--- config.mk ---
export PLATFORM = sky130hd
export DESIGN_NAME = branch_ctrl
export DESIGN_NICKNAME = d
export VERILOG_FILES = /design/src/rtl/branch_ctrl.sv
export SDC_FILE = /design/constraint.sdc
export NUM_CORES = 1
export LEC_CHECK = 0
export CAP_MARGIN = 10
export CORE_MARGIN = 2
export CORE_UTILIZATION = 58
export DETAILED_ROUTE_END_ITERATION = 10
export PLACE_DENSITY = 0.79
export SETUP_SLACK_MARGIN = 0.05
export SYNTH_ARGS = -nofsm -noshare
export SYNTH_HDL_FRONTEND = slang
export SYNTH_SLANG_ARGS = --single-unit
--- constraint.sdc ---
create_clock -name clk -period 3 [get_ports clk]
set_input_delay 0.3 -clock clk [delete_from_list [all_inputs] [get_ports clk]]
set_output_delay 0.3 -clock clk [all_outputs]
set_load 0.01 [all_outputs]
--- src/rtl/branch_ctrl.sv ---
// branch_ctrl
//   Next-PC control for a 6-bit program counter. Each cycle it decides whether
//   the PC loads a redirect target (jump, taken branch, call, return) or keeps
//   incrementing. It keeps the return addresses in an internal stack and raises
//   a one-cycle flush to the decoder after every redirect.
//
// Parameters
//   DEPTH    return-stack entries, 1..15
// Ports
//   clk      clock
//   rst_n    synchronous active-low reset
//   pc_cur   current PC value
//   jmp      unconditional jump to target
//   br       conditional branch to target, taken when cond=1
//   cond     branch condition
//   call     push pc_cur+1, jump to target
//   ret      pop return address, jump to it
//   target   jump/branch/call destination
//   clr_err  clears sticky ovf/unf (a same-cycle error event wins)
//   pc_next  value for the PC load port (combinational)
//   pc_we    PC load enable (combinational)
//   flush    registered copy of the previous cycle's pc_we
//   depth    stack occupancy 0..DEPTH
//   ovf      sticky: call with stack full
//   unf      sticky: ret with stack empty
module branch_ctrl #(
  parameter int DEPTH = 8
) (
  input  logic       clk,
  input  logic       rst_n,
  input  logic [5:0] pc_cur,
  input  logic       jmp,
  input  logic       br,
  input  logic       cond,
  input  logic       call,
  input  logic       ret,
  input  logic [5:0] target,
  input  logic       clr_err,
  output logic [5:0] pc_next,
  output logic       pc_we,
  output logic       flush,
  output logic [3:0] depth,
  output logic       ovf,
  output logic       unf
);

  localparam logic [3:0] DMAX = 4'(DEPTH);

  // Storage is sized to the full 4-bit index range so depth can address it
  // directly; entries at or above DEPTH are never written.
  logic [5:0] stk [16];

  logic [5:0] ret_addr;
  logic [5:0] top;
  logic       push, pop;
  logic       ovf_ev, unf_ev;

  assign ret_addr = pc_cur + 6'd1;   // wraps 63 -> 0
  assign top      = stk[depth - 4'd1];

  // Request decode, priority ret > call > jmp > br.
  always_comb begin
    pc_next = '0;
    pc_we   = 1'b0;
    push    = 1'b0;
    pop     = 1'b0;
    ovf_ev  = 1'b0;
    unf_ev  = 1'b0;
    if (ret) begin
      if (depth != 4'd0) begin
        pc_next = top;
        pc_we   = 1'b1;
        pop     = 1'b1;
      end else begin
        unf_ev  = 1'b1;
      end
    end else if (call) begin
      // A full stack still redirects; only the push is dropped.
      pc_next = target;
      pc_we   = 1'b1;
      if (depth < DMAX) push   = 1'b1;
      else              ovf_ev = 1'b1;
    end else if (jmp) begin
      pc_next = target;
      pc_we   = 1'b1;
    end else if (br && cond) begin
      pc_next = target;
      pc_we   = 1'b1;
    end
  end

  // Stack entries carry no reset; pushes are held off while in reset.
  always_ff @(posedge clk) begin
    if (rst_n && push) stk[depth] <= ret_addr;
  end

  always_ff @(posedge clk) begin
    if (!rst_n) begin
      depth <= '0;
      ovf   <= 1'b0;
      unf   <= 1'b0;
      flush <= 1'b0;
    end else begin
      flush <= pc_we;
      if (push)     depth <= depth + 4'd1;
      else if (pop) depth <= depth - 4'd1;
      // Set wins over a same-cycle clear.
      ovf <= ovf_ev | (ovf & ~clr_err);
      unf <= unf_ev | (unf & ~clr_err);
    end
  end

endmodule

==> impl_metrics.env, run 1 <==
export IMPL_critPathLaunchType="flip-flop"
export IMPL_grt_pass1_wl_mm=12.4
export IMPL_synth_edf_count=96
export IMPL_grt_antenna_before_repair=0
export IMPL_grt_pass1_vias=2430
export IMPL_pin_count=34
export IMPL_yosysTopAreaCell="edfxtp_1"
export IMPL_first_iter_violations=177
export IMPL_synth_area_um2=4390
export IMPL_p_int_uw=3550
export IMPL_seq_area_frac_synth=0.688
export IMPL_fin_area_um2=5380
export IMPL_cts_sinks=103
export IMPL_root_buffer="clkbuf_8"
export IMPL_synthArstFlopShare=0
export IMPL_yosys_warnings=0
export IMPL_placed_area_um2=5060
export IMPL_area_growth_pct=22.3
export IMPL_clock_skew_ps=15.7
export IMPL_hp_class="flip-flop to flip-flop"
export IMPL_final_layout_size_suffix_gt1_frac=0.193
export IMPL_leakage_uw=0.00197
export IMPL_clock_latency_ps=360
export IMPL_wl_per_cell_um=17.6
export IMPL_clkPwrFrac=0.148
export IMPL_grt_max_degree=23
export IMPL_finalMaxSlewViolations=0
export IMPL_end_kind="primary output"
export IMPL_tightest_slew_ps=1000
export IMPL_rows=31
export IMPL_top_usage_layer="met2"
export IMPL_power_switching_uw=1860
export IMPL_dpl_hpwl_mm=5.19
export IMPL_status="completed"
export IMPL_grt_usage=0.202
export IMPL_synth_seq_cells=103
export IMPL_cts_max_path_buffers=2
export IMPL_tns_ps=0
export IMPL_fin_nets=368
export IMPL_rsz0062_at_grt="false"
export IMPL_die_area_um2=8290
export IMPL_ys_flop_type="edfxtp_1"
export IMPL_multi_input_area_um2=1500
export IMPL_cp_arrival_ps=2570
export IMPL_gr_usage_met2=0.325
export IMPL_fill_cells=471
export IMPL_antennaDiodeCount=0
export IMPL_slew_headroom=0.325
export IMPL_yosysMostFrequentCell="edfxtp_1"
export IMPL_setup_violations=0
export IMPL_worstPathRequired_ps=2700
export IMPL_cap_violations=0
export IMPL_path_max_fanout=16
export IMPL_seq_area_um2=3020
export IMPL_die_h_um=91.0
export IMPL_synth_top_area_share=0.656
export IMPL_grtUsageMet1=0.274
export IMPL_drtPass1Iterations=4
export IMPL_coreArea_um2=7290
export IMPL_min_period_ps=2870
export IMPL_portBuffers=33
export IMPL_tritoncts="done"
export IMPL_drc_errors=0
export IMPL_peakVddDrop_mv=0.459
export IMPL_path_clk_slew_ps=110
export IMPL_yosysUniqueCellTypes=43
export IMPL_combPwrFrac=0.525
export IMPL_avgViaCountPerCell=5.36
export IMPL_netlist_instances=246
export IMPL_gp_congestion=0.801
export IMPL_worstSetupPathType="flip-flop to primary output"
export IMPL_p_sw_frac=0.344
export IMPL_grt_overflow=0
export IMPL_hold_viol_final=0
export IMPL_numCtsBuffers=9
export IMPL_ant_nets=0
export IMPL_die_w_um=91.0
export IMPL_max_clock_freq_ghz=0.349
export IMPL_ys_top_cells_by_area="edfxtp_1 66%, mux4_2 7.2%, mux2i_1 6.4%"
export IMPL_pwr_density_cell_nw_per_um2=1010
export IMPL_wl_mm=7.87
export IMPL_cts_hold_buf=0
export IMPL_fin_crit_sh=0.955
export IMPL_vias=2394
export IMPL_synthTopCellsByCount="96 x edfxtp_1, 28 x mux2i_1, 14 x mux4_2"
export IMPL_synth_avg_cell_area_um2=17.9
export IMPL_start_util=0.603
export IMPL_p_seq_frac=0.327
export IMPL_use_met3=0.0357
export IMPL_cts_htree_levels=3
==> sequential cells by signal, summed over array words and instances, names as in the netlist <==
signal / count
unf: 1
depth: 4
flush: 1
ovf: 1
stk: 96
==> per-layer routing <==
metal | vias to the layer above | wire length [µm]
li1 | 1128 | -
met1 | 1193 | 3420
met2 | 59 | 3980
met3 | 14 | 312
met4 | 0 | 156
met5 | - | 0
==> what timing repair did <==
item                       CTS  global route
gates cloned                 0             1
setup buffers                1             1
setup endpoints to repair    6             5
resized for setup            5            15
pin swaps                    1             1
==> power by group through the flow <==
stage	clock [µW]	combinational, µW	sequential, µW
2_1_floorplan	0	1780	1800
3_3_place_gp	0	2440	1790
3_5_place_dp	0	2470	1800
4_1_cts	822	2610	1760
5_1_grt	883	3040	1780
6_report	800	2850	1770
==> cell families (layout without fill, tap and decap cells) <==
| family | Yosys count | in the layout | synth area share |
|---|---|---|---|
| flops | 103 | 103 | 0.688 |
| mux | 52 | 52 | 0.161 |
| simple gates | 36 | 36 | 0.0476 |
| compound gates | 24 | 24 | 0.0447 |
| buf+inv | 18 | 73 | 0.0253 |
| xor+xnor | 7 | 7 | 0.0182 |
| fa+ha+maj | 5 | 5 | 0.0142 |
| other cells | 1 | 48 | 0.000853 |
==> through the flow <==
stage | total power, µW | setup WS [ps] | util | hold WS (ps) | instances
CTS | 5200 | 30.1 | 0.724 | 541 | 445
global route | 5710 | 47.5 | 0.737 | 568 | 447
finish | 5420 | 134 | 0.737 | 530 | 447
global placement | 4230 | 273 | 0.694 | 500 | 428
detailed placement | 4260 | 169 | 0.694 | 512 | 428
floorplan | 3580 | 299 | - | 418 | 293
==> critical path, stage by stage, from the launching register on <==
cell and delay (ps):
dfxtp_2 360, inv_2 60, ha_4 310, buf_8 200, mux2i_1 120, mux2_2 290
o221ai_2 170, a22o_1 150, clkdlybuf4s50_1 530
==> final cells by class <==
class	instances	share of cell area
inverters	7	0.00489
clock inverters	7	0.0119
repair buffers	50	0.0961
well taps	99	0.0230
flip-flops and latches	103	0.563
clock buffers	9	0.0230
multi-input cells	172	0.278
==> placed cells by master, fill, tap and decap left out, types with 5 or more instances in the layout <==
master,Yosys,final
a22o_1,5,5
edfxtp_1,96,96
inv_1,7,5
mux2_2,7,7
clkbuf_8,0,9
conb_1,1,48
nand3_1,5,5
and2_1,10,10
buf_4,4,12
clkdlybuf4s50_1,0,31
dfxtp_1,7,6
mux2i_1,28,28
mux4_2,14,14
nand2_1,7,7
==> worst paths after layout <==
| check | from | end | slack [ps] | depth (start not counted) |
|---|---|---|---|---|
| worst max-delay path | depth[0] | pc_next[2] | 130 | 8 |
| worst min-delay path | ovf | ovf | 530 | 2 |
| worst max register to register | depth[3] | stk[7][5] | 1100 | 4 |
| worst min register to register | ovf | ovf | 530 | 2 |
Note: power is estimated with default switching activity, not from simulation.
==> run 2: changes to the inputs <==
Settings changed: CELL_PAD_IN_SITES_DETAIL_PLACEMENT from default to 1, CELL_PAD_IN_SITES_GLOBAL_PLACEMENT from default to 1, CORE_UTILIZATION 58 to 50, PLACE_DENSITY 0.79 to default, PLACE_DENSITY_LB_ADDON from default to 0.1, SETUP_SLACK_MARGIN 0.05 to 0.1.
==> run 2 against run 1 <==
Net effect: first-iteration DRC count is 17% lower; clock skew is 4.2 ps lower; largest cell class unchanged; register-to-register slack better by 60 ps; power is 9.0% higher; utilization is 9.6 points lower; die area is 15% higher; combinational power is 15% higher; clock power is 3.6% higher; sequential share of layout area is 1.6 points lower.
==> impl_metrics.env, run 2 (synthesis gave the netlist of run 1 again) <==
export IMPL_cts_max_path_buffers=2
export IMPL_cts_hold_buf=0
export IMPL_wl_mm=9.72
export IMPL_final_layout_size_suffix_gt1_frac=0.231
export IMPL_mostFrequentLayoutCells="96 x edfxtp_1, 48 x conb_1, 27 x mux2i_1, 27 x clkdlybuf4s50_1, 25 x buf_4"
export IMPL_dpl_hpwl_mm=6.39
export IMPL_ant_nets=0
export IMPL_numCtsBuffers=9
export IMPL_cap_violations=0
export IMPL_rows=34
export IMPL_grt_overflow=0
export IMPL_placed_area_um2=5070
export IMPL_die_area_um2=9550
export IMPL_top_regs="stk: 96 flops, depth: 4 flops"
export IMPL_use_met3=0.0451
export IMPL_tritoncts="done"
export IMPL_wl_per_cell_um=20.6
export IMPL_largest_reg_flops=96
export IMPL_cp_arrival_ps=2500
export IMPL_leakage_uw=0.00207
export IMPL_fin_crit_sh=0.934
export IMPL_tightest_slew_ps=544
export IMPL_start_util=0.509
export IMPL_coreArea_um2=8640
export IMPL_avgViaCountPerCell=5.27
export IMPL_gp_congestion=0.784
export IMPL_slew_headroom=0.638
export IMPL_hold_viol_final=0
export IMPL_die_w_um=97.7
export IMPL_pwr_density_cell_nw_per_um2=1070
export IMPL_top_usage_layer="met2"
export IMPL_grt_pass1_wl_mm=15.2
export IMPL_gr_usage_met2=0.364
export IMPL_pin_count=34
export IMPL_path_clk_slew_ps=110
export IMPL_hp_class="flip-flop to flip-flop"
export IMPL_path_max_fanout=6
export IMPL_grt_pass1_vias=2665
export IMPL_clock_skew_ps=11.6
export IMPL_max_clock_freq_ghz=0.357
export IMPL_cts_htree_levels=3
export IMPL_area_growth_pct=26.1
export IMPL_antennaDiodeCount=0
export IMPL_status="completed"
export IMPL_tns_ps=0
export IMPL_final_common_cell="edfxtp_1"
export IMPL_finalMaxSlewViolations=0
export IMPL_clock_latency_ps=370
export IMPL_worstPathRequired_ps=2700
export IMPL_peakVddDrop_mv=0.591
export IMPL_root_buffer="clkbuf_8"
export IMPL_grt_usage=0.213
export IMPL_hold_slack_ps=548
export IMPL_die_h_um=97.7
export IMPL_fin_area_um2=5540
export IMPL_end_kind="primary output"
export IMPL_regMostFlops="stk"
export IMPL_rrSetupSlack_ps=1160
export IMPL_worstSetupPathType="flip-flop to primary output"
export IMPL_drc_errors=0
export IMPL_cts_sinks=103
export IMPL_critPathLaunchType="flip-flop"
export IMPL_drtPass1Iterations=4
export IMPL_grtUsageMet1=0.283
export IMPL_vias=2486
export IMPL_portBuffers=33
export IMPL_fin_nets=384
export IMPL_rsz0062_at_grt="false"
export IMPL_min_period_ps=2800
export IMPL_grt_max_degree=23
export IMPL_first_iter_violations=147
export IMPL_setup_violations=0
export IMPL_grt_antenna_before_repair=0
==> run 2: changes by cell type in the layout (fill, tap and decap cells not counted), sizes merged <==
cell | before | now
buf | 16 | 32
clkbuf | 10 | 11
clkdlybuf4s15 | 0 | 1
clkdlybuf4s50 | 31 | 27
clkinv | 4 | 2
dlygate4sd2 | 1 | 3
dlymetal6s2s | 1 | 2
inv | 10 | 11
==> run 2: layout make-up <==
type,count,area (µm²)
fill,798,3100
sequential,103,3030
multi-input combinational,172,1480
timing repair buffer,66,678
tap,108,135
clock buffer,10,128
clock inverter,6,60.1
inverter,7,26.3
==> run 2: per-stage QoR <==
stage | utilization | instances | power [µW] | worst slack (ps)
final | 0.641 | 472 | 5900 | 197
after global routing | 0.641 | 472 | 6190 | 103
after CTS | 0.620 | 455 | 5450 | 21.9
after detailed placement | 0.587 | 435 | 4330 | 163
after global placement | 0.587 | 435 | 4260 | 196
after floorplan | - | 293 | 3580 | 299
==> run 2: report_power, final <==
part / internal [µW] / total [µW] / switching [µW]
combinational: 1810 / 3270 / 1460
sequential: 1710 / 1800 / 85.6
clock: 323 / 829 / 506
==> run 2: critical path, cell delays in order (launching register included) <==
cell	delay [ps]
dfxtp_1	370
inv_2	70
ha_4	310
buf_12	130
buf_12	110
mux4_2	320
mux2i_2	220
mux2i_1	100
a32o_1	270
clkdlybuf4s15_1	230
==> run 2: per-layer routing <==
| metal | wire (µm) | vias to the layer above |
|---|---|---|
| li1 | - | 1155 |
| met1 | 4230 | 1282 |
| met2 | 5130 | 40 |
| met3 | 246 | 9 |
| met4 | 124 | 0 |
| met5 | 0 | - |
==> run 2: final timing paths <==
| check | start | to | cells past startpoint |
|---|---|---|---|
| worst min-delay path | unf | unf | 2 |
| worst max-delay path | depth[1] | pc_next[4] | 9 |
| worst max register to register | depth[3] | stk[7][5] | 4 |
| worst min register to register | unf | unf | 2 |
==> run 2: what timing repair did <==
| action | 4_1_cts | 5_1_grt |
|---|---|---|
| cloned | 1 | 1 |
| buffers inserted | 3 | 15 |
| endpoints found under the setup margin | 6 | 3 |
| pin swaps | 0 | 1 |
| resized for setup | 20 | 5 |
==> variant 1, RTL diff (settings of run 2) <==
Set the parameter `DEPTH` to 4 (it was 8).
--- a/src/rtl/branch_ctrl.sv
+++ b/src/rtl/branch_ctrl.sv
@@ -26,3 +26,3 @@
 module branch_ctrl #(
-  parameter int DEPTH = 8
+  parameter int DEPTH = 4
 ) (
Function: changed (Yosys sat finds a counterexample within 10 cycles, from zero or initial values and one cycle with rst_n low).
==> variant 1 against run 2 <==
  * Clock power down 2.7%
  * Non-clock buffer count down 5
  * Sequential cell count unchanged
  * Setup slack better by 0.0019 ns
  * Area after synthesis down 2.5%
  * Cell area down 2.2%
  * Utilization up 1.5 points
  * Synthesized cell count up 18%
  * Total power down 19%
  * Routed wire length down 1.2%
==> variant 1: results (changes against run 2) <==
[metrics] result of the run: finished clean
[metrics] vias in the first global route: 2812 (+5.5%)
[metrics] static leakage: 2.085 nW (+0.55%)
[metrics] Worst R2R Path Depth: 8 (+4)
[metrics] met3 track demand over resource: 0.04500 (-0.0001005)
[metrics] cell types with the largest area share after synthesis: sky130_fd_sc_hd__edfxtp_1 (67%), sky130_fd_sc_hd__mux4_2 (5.3%), sky130_fd_sc_hd__nand2_1 (4.2%)
[metrics] combinational-cell power consumption: 2.17 mW (-34%)
[metrics] maximum fanout count along the critical path: 7 (+1)
[metrics] clk_skew: 0.007139 ns (-0.004422 ns)
[metrics] startpoint of the most critical register-to-register path: depth[0]
[metrics] cell types with the highest counts after synthesis: sky130_fd_sc_hd__edfxtp_1 (96), sky130_fd_sc_hd__nand2_1 (48), sky130_fd_sc_hd__nand3_1 (22)
[metrics] met2 Use GR: 0.3877 (+0.02381)
[metrics] max_slew headroom: 0.2241 (-0.4136)
[metrics] share of cells above drive strength 1: 0.1631 (-0.06765)
[metrics] WL final: 9607 um (-1.2%)
[metrics] crit-path max cell delay: 0.48 ns (+0.11 ns)
[metrics] global-route wire length before repair: 14690 um (-3.4%)
[metrics] worst vdd ir: 0.3451 mV (-42%)
[metrics] DRC violation total after the first TritonRoute iteration: 109 (-26%)
[metrics] gp weighted congestion: 0.7567 (-3.5%)
[metrics] adder-cell share of the synthesized area: 0.01460 (+0.0003616)
[metrics] sum of met3 wire segment lengths after detailed routing: 357 um (+45%)
[metrics] pin count of the biggest net entering global routing: 21 (-8.7%)
[metrics] CP top delay family: buffers and inverters
[metrics] vias per cell: 5.191 (-1.4%)
==> variant 1: changes by cell type after synthesis, sizes merged, moves of 7 or more <==
cell and change:
nand2 +41, mux2i -19, nand3 +17, mux2 -10
a32oi +7, and2 -7
==> variant 1: area by class of cell <==
cell class                 count  share of cell area
clock buffer                   9             0.02287
clock inverter                 7             0.01040
inverter                       5            0.003465
multi-input combinational    238              0.2721
sequential                   103              0.5586
tap                          105             0.02426
timing repair buffer          61              0.1083
==> variant 1: what timing repair did <==
item | 4_1_cts | 5_1_grt
gates cloned | 1 | 0
resized for setup | 10 | 14
hold buffers | 0 | 0
setup endpoints to repair | 6 | 6
pin swaps | 3 | 1
setup buffers | 8 | 3
==> variant 1: worst max-delay path by stage <==
stage,end,slack [ns],depth (start not counted)
final,pc_next[0],0.20,9
after global routing,pc_next[4],0.04,9
after CTS,pc_next[3],0.06,9
after detailed placement,pc_next[3],0.06,8
after global placement,pc_next[5],0.22,8
after floorplan,pc_next[0],0.54,9
==> variant 2, RTL diff (flow settings as in run 2) <==
Made on the original files. Reset style: asynchronous (`rst_n`), changed in one clocked block. Comments in the files are not updated.
--- a/src/rtl/branch_ctrl.sv
+++ b/src/rtl/branch_ctrl.sv
@@ -96,3 +96,3 @@
 
-  always_ff @(posedge clk) begin
+  always_ff @(posedge clk or negedge rst_n) begin
     if (!rst_n) begin
Behaviour: differs if rst_n is asserted again (counterexample within 4 cycles, from zero or initial values and one cycle with rst_n low); with rst_n held inactive, the same outputs for 10 cycles.
==> variant 2 against run 2 <==
  * Setup slack got worse by 0.044 ns
  * Maximum frequency decreased by 1.5%
  * Cell area shrank 3.5%
  * Area after synthesis shrank 1.8%
  * Critical endpoint is now pc_next[3]
  * Register-to-register slack worse by 0.18 ns
  * Routed wire length shrank 7.4%
  * Sequential cell count is the same
  * Total power fell by 16%
  * Largest power group unchanged
==> variant 2: results (changes against run 2) <==
[metrics] result of the run: finished clean
[metrics] cell types with the largest area share after synthesis: sky130_fd_sc_hd__edfxtp_1 (67%), sky130_fd_sc_hd__mux4_2 (7.3%), sky130_fd_sc_hd__dfrtp_1 (4.1%)
[metrics] clock edge transition at the registers on the reported setup and hold paths: 0.10 ns
[metrics] Synth Area per Inst: 17.91 um2 (+0.24%)
[metrics] DRC violation total after the first TritonRoute iteration: 116 (-21%)
[metrics] routed length per instance: 19.93 um (-3.3%)
[metrics] worst vdd ir: 0.4968 mV (-16%)
[metrics] gp weighted congestion: 0.7677 (-2.1%)
[metrics] number of antenna violations at the first check in global routing: 0 (unchanged)
[metrics] pin count of the biggest net entering global routing: 24 (+4.3%)
[metrics] static leakage: 1.938 nW (-6.5%)
[metrics] root buf cell: sky130_fd_sc_hd__clkbuf_8
[metrics] net count of the finished layout: 367 (-4.4%)
[metrics] Post-synth ARST share: 0.06796 (+0.06796)
[metrics] clk_skew: 0.01375 ns (+0.002190 ns)
[metrics] Unique masters post-synth: 39 (-9.3%)
[metrics] cell types with the highest counts after synthesis: sky130_fd_sc_hd__edfxtp_1 (96), sky130_fd_sc_hd__nand2_1 (17), sky130_fd_sc_hd__mux2_2 (15)
[metrics] biggest regs: stk: 96 flops, depth: 4 flops
[metrics] maximum fanout count along the critical path: 13 (+7)
[metrics] Post-DP HPWL: 6125 um (-4.2%)
[metrics] IO buf count: 33 (unchanged)
[metrics] Arrival @ worst endpoint: 2.55 ns (+0.05 ns)
[metrics] total instance count after detailed placement: 432 (-0.69%)
[metrics] Synth Warn #: 0 (unchanged)
[metrics] clock latency at the later pin of the worst-skew pair: 0.35 ns (-0.02 ns)
[metrics] worst slack, placed: 0.04478 ns (-0.1184 ns)
[metrics] vias in the first global route: 2558 (-4.0%)
[metrics] count of H-tree levels built during CTS: 3 (unchanged)
[metrics] share of cells above drive strength 1: 0.2363 (+0.005542)
[metrics] TritonRoute pass-1 iters: 4 (unchanged)
[metrics] maximum clock path buffer count: 2 (unchanged)
[metrics] WL final: 9007 um (-7.4%)
[metrics] antenna diode count: 0 (unchanged)
[metrics] proportion of synthesized chip area in sequential cells: 0.7086 (+0.02068)
[metrics] max_slew headroom: 0.2718 (-0.3659)
[metrics] clock buffers created by TritonCTS: 9 (unchanged)
[metrics] type of the worst min-delay path: primary input to async pin
[metrics] number of vias after detailed routing: 2379 (-4.3%)
[metrics] Post-synth top flop: sky130_fd_sc_hd__edfxtp_1
[metrics] global-route usage over all layers: 0.2008 (-0.01212)
[metrics] global-route wire length before repair: 14160 um (-6.9%)
[metrics] number of enable flip-flop cells after synthesis: 96 (unchanged)
## variant 2: path summary, 6_finish.rpt
kind                               start         end  depth (start not counted)  slack, ns
max in group asynchronous          rst_n    depth[2]                          1       2.46
worst min register to register       ovf         ovf                          1       0.50
worst min-delay path               rst_n       flush                          1       0.23
worst max register to register  depth[3]   stk[2][0]                          5       0.98
worst max-delay path            depth[0]  pc_next[3]                         10       0.15
min in group clk                     ovf         ovf                          1       0.50
## variant 2: critical path: stages (launching register included)
cell	delay (ns)
sky130_fd_sc_hd__dfrtp_1	0.42
sky130_fd_sc_hd__inv_2	0.08
sky130_fd_sc_hd__ha_4	0.17
sky130_fd_sc_hd__buf_4	0.15
sky130_fd_sc_hd__xor2_4	0.23
sky130_fd_sc_hd__buf_12	0.14
sky130_fd_sc_hd__buf_16	0.14
sky130_fd_sc_hd__mux2_2	0.35
sky130_fd_sc_hd__a22oi_2	0.19
sky130_fd_sc_hd__o31ai_2	0.09
sky130_fd_sc_hd__clkdlybuf4s15_1	0.24
## variant 2: cells by family after synthesis
logic type,count (synthesis),synth area share
AOI/OAI and AO/OA,32,0.05770
xor gates and xnor gates,8,0.02059
adders and majority gates,5,0.01450
buffers and inverters,12,0.01682
DFF,103,0.7086
muxes,34,0.1238
other,1,0.0008690
and+or+nand+nor,46,0.05711
## variant 2: report_power, final
part / switching [mW] / total [mW] / leakage, nW / internal, mW
combinational: 1.13 / 2.34 / 0.862 / 1.21
clock: 0.483 / 0.796 / 0.0894 / 0.312
sequential: 0.0854 / 1.79 / 0.986 / 1.71
## variant 2: repair_timing
item                       4_1_cts  5_1_grt
hold endpoints to repair         0        0
gates resized for setup         14       11
pin swaps                        0        1
buffers inserted                 2        0
setup endpoints to repair        6        4
gates cloned                     1        0
## variant 2: per-layer routing
layer  global-route usage  wire (um)  vias to the layer above
li1                     -          -                     1119
met1               0.2701       3943                     1208
met2               0.3429       4735                       43
met3              0.02746        212                        9
met4              0.06176        116                        0
met5                    0          0                        -
## variant 2: final cells by class
cell class | instances | area, um2
Clock inverter | 7 | 57.56
Inverter | 5 | 18.77
Fill cell | 761 | 2954
Clock buffer | 9 | 123.9
Multi-Input combinational cell | 173 | 1431
Tap cell | 105 | 131.4
Timing Repair Buffer | 50 | 523.0
Sequential cell | 103 | 3059
## variant 2: per-stage QoR
step	util	hold WS [ns]	cell area, um2
after detailed placement	0.6052	0.4868	5022
after global routing	0.6441	0.2491	5345
final	0.6441	0.2259	5345
after floorplan	-	0.004409	4492
after CTS	0.6379	0.2229	5294
after global placement	0.6052	0.4817	5022
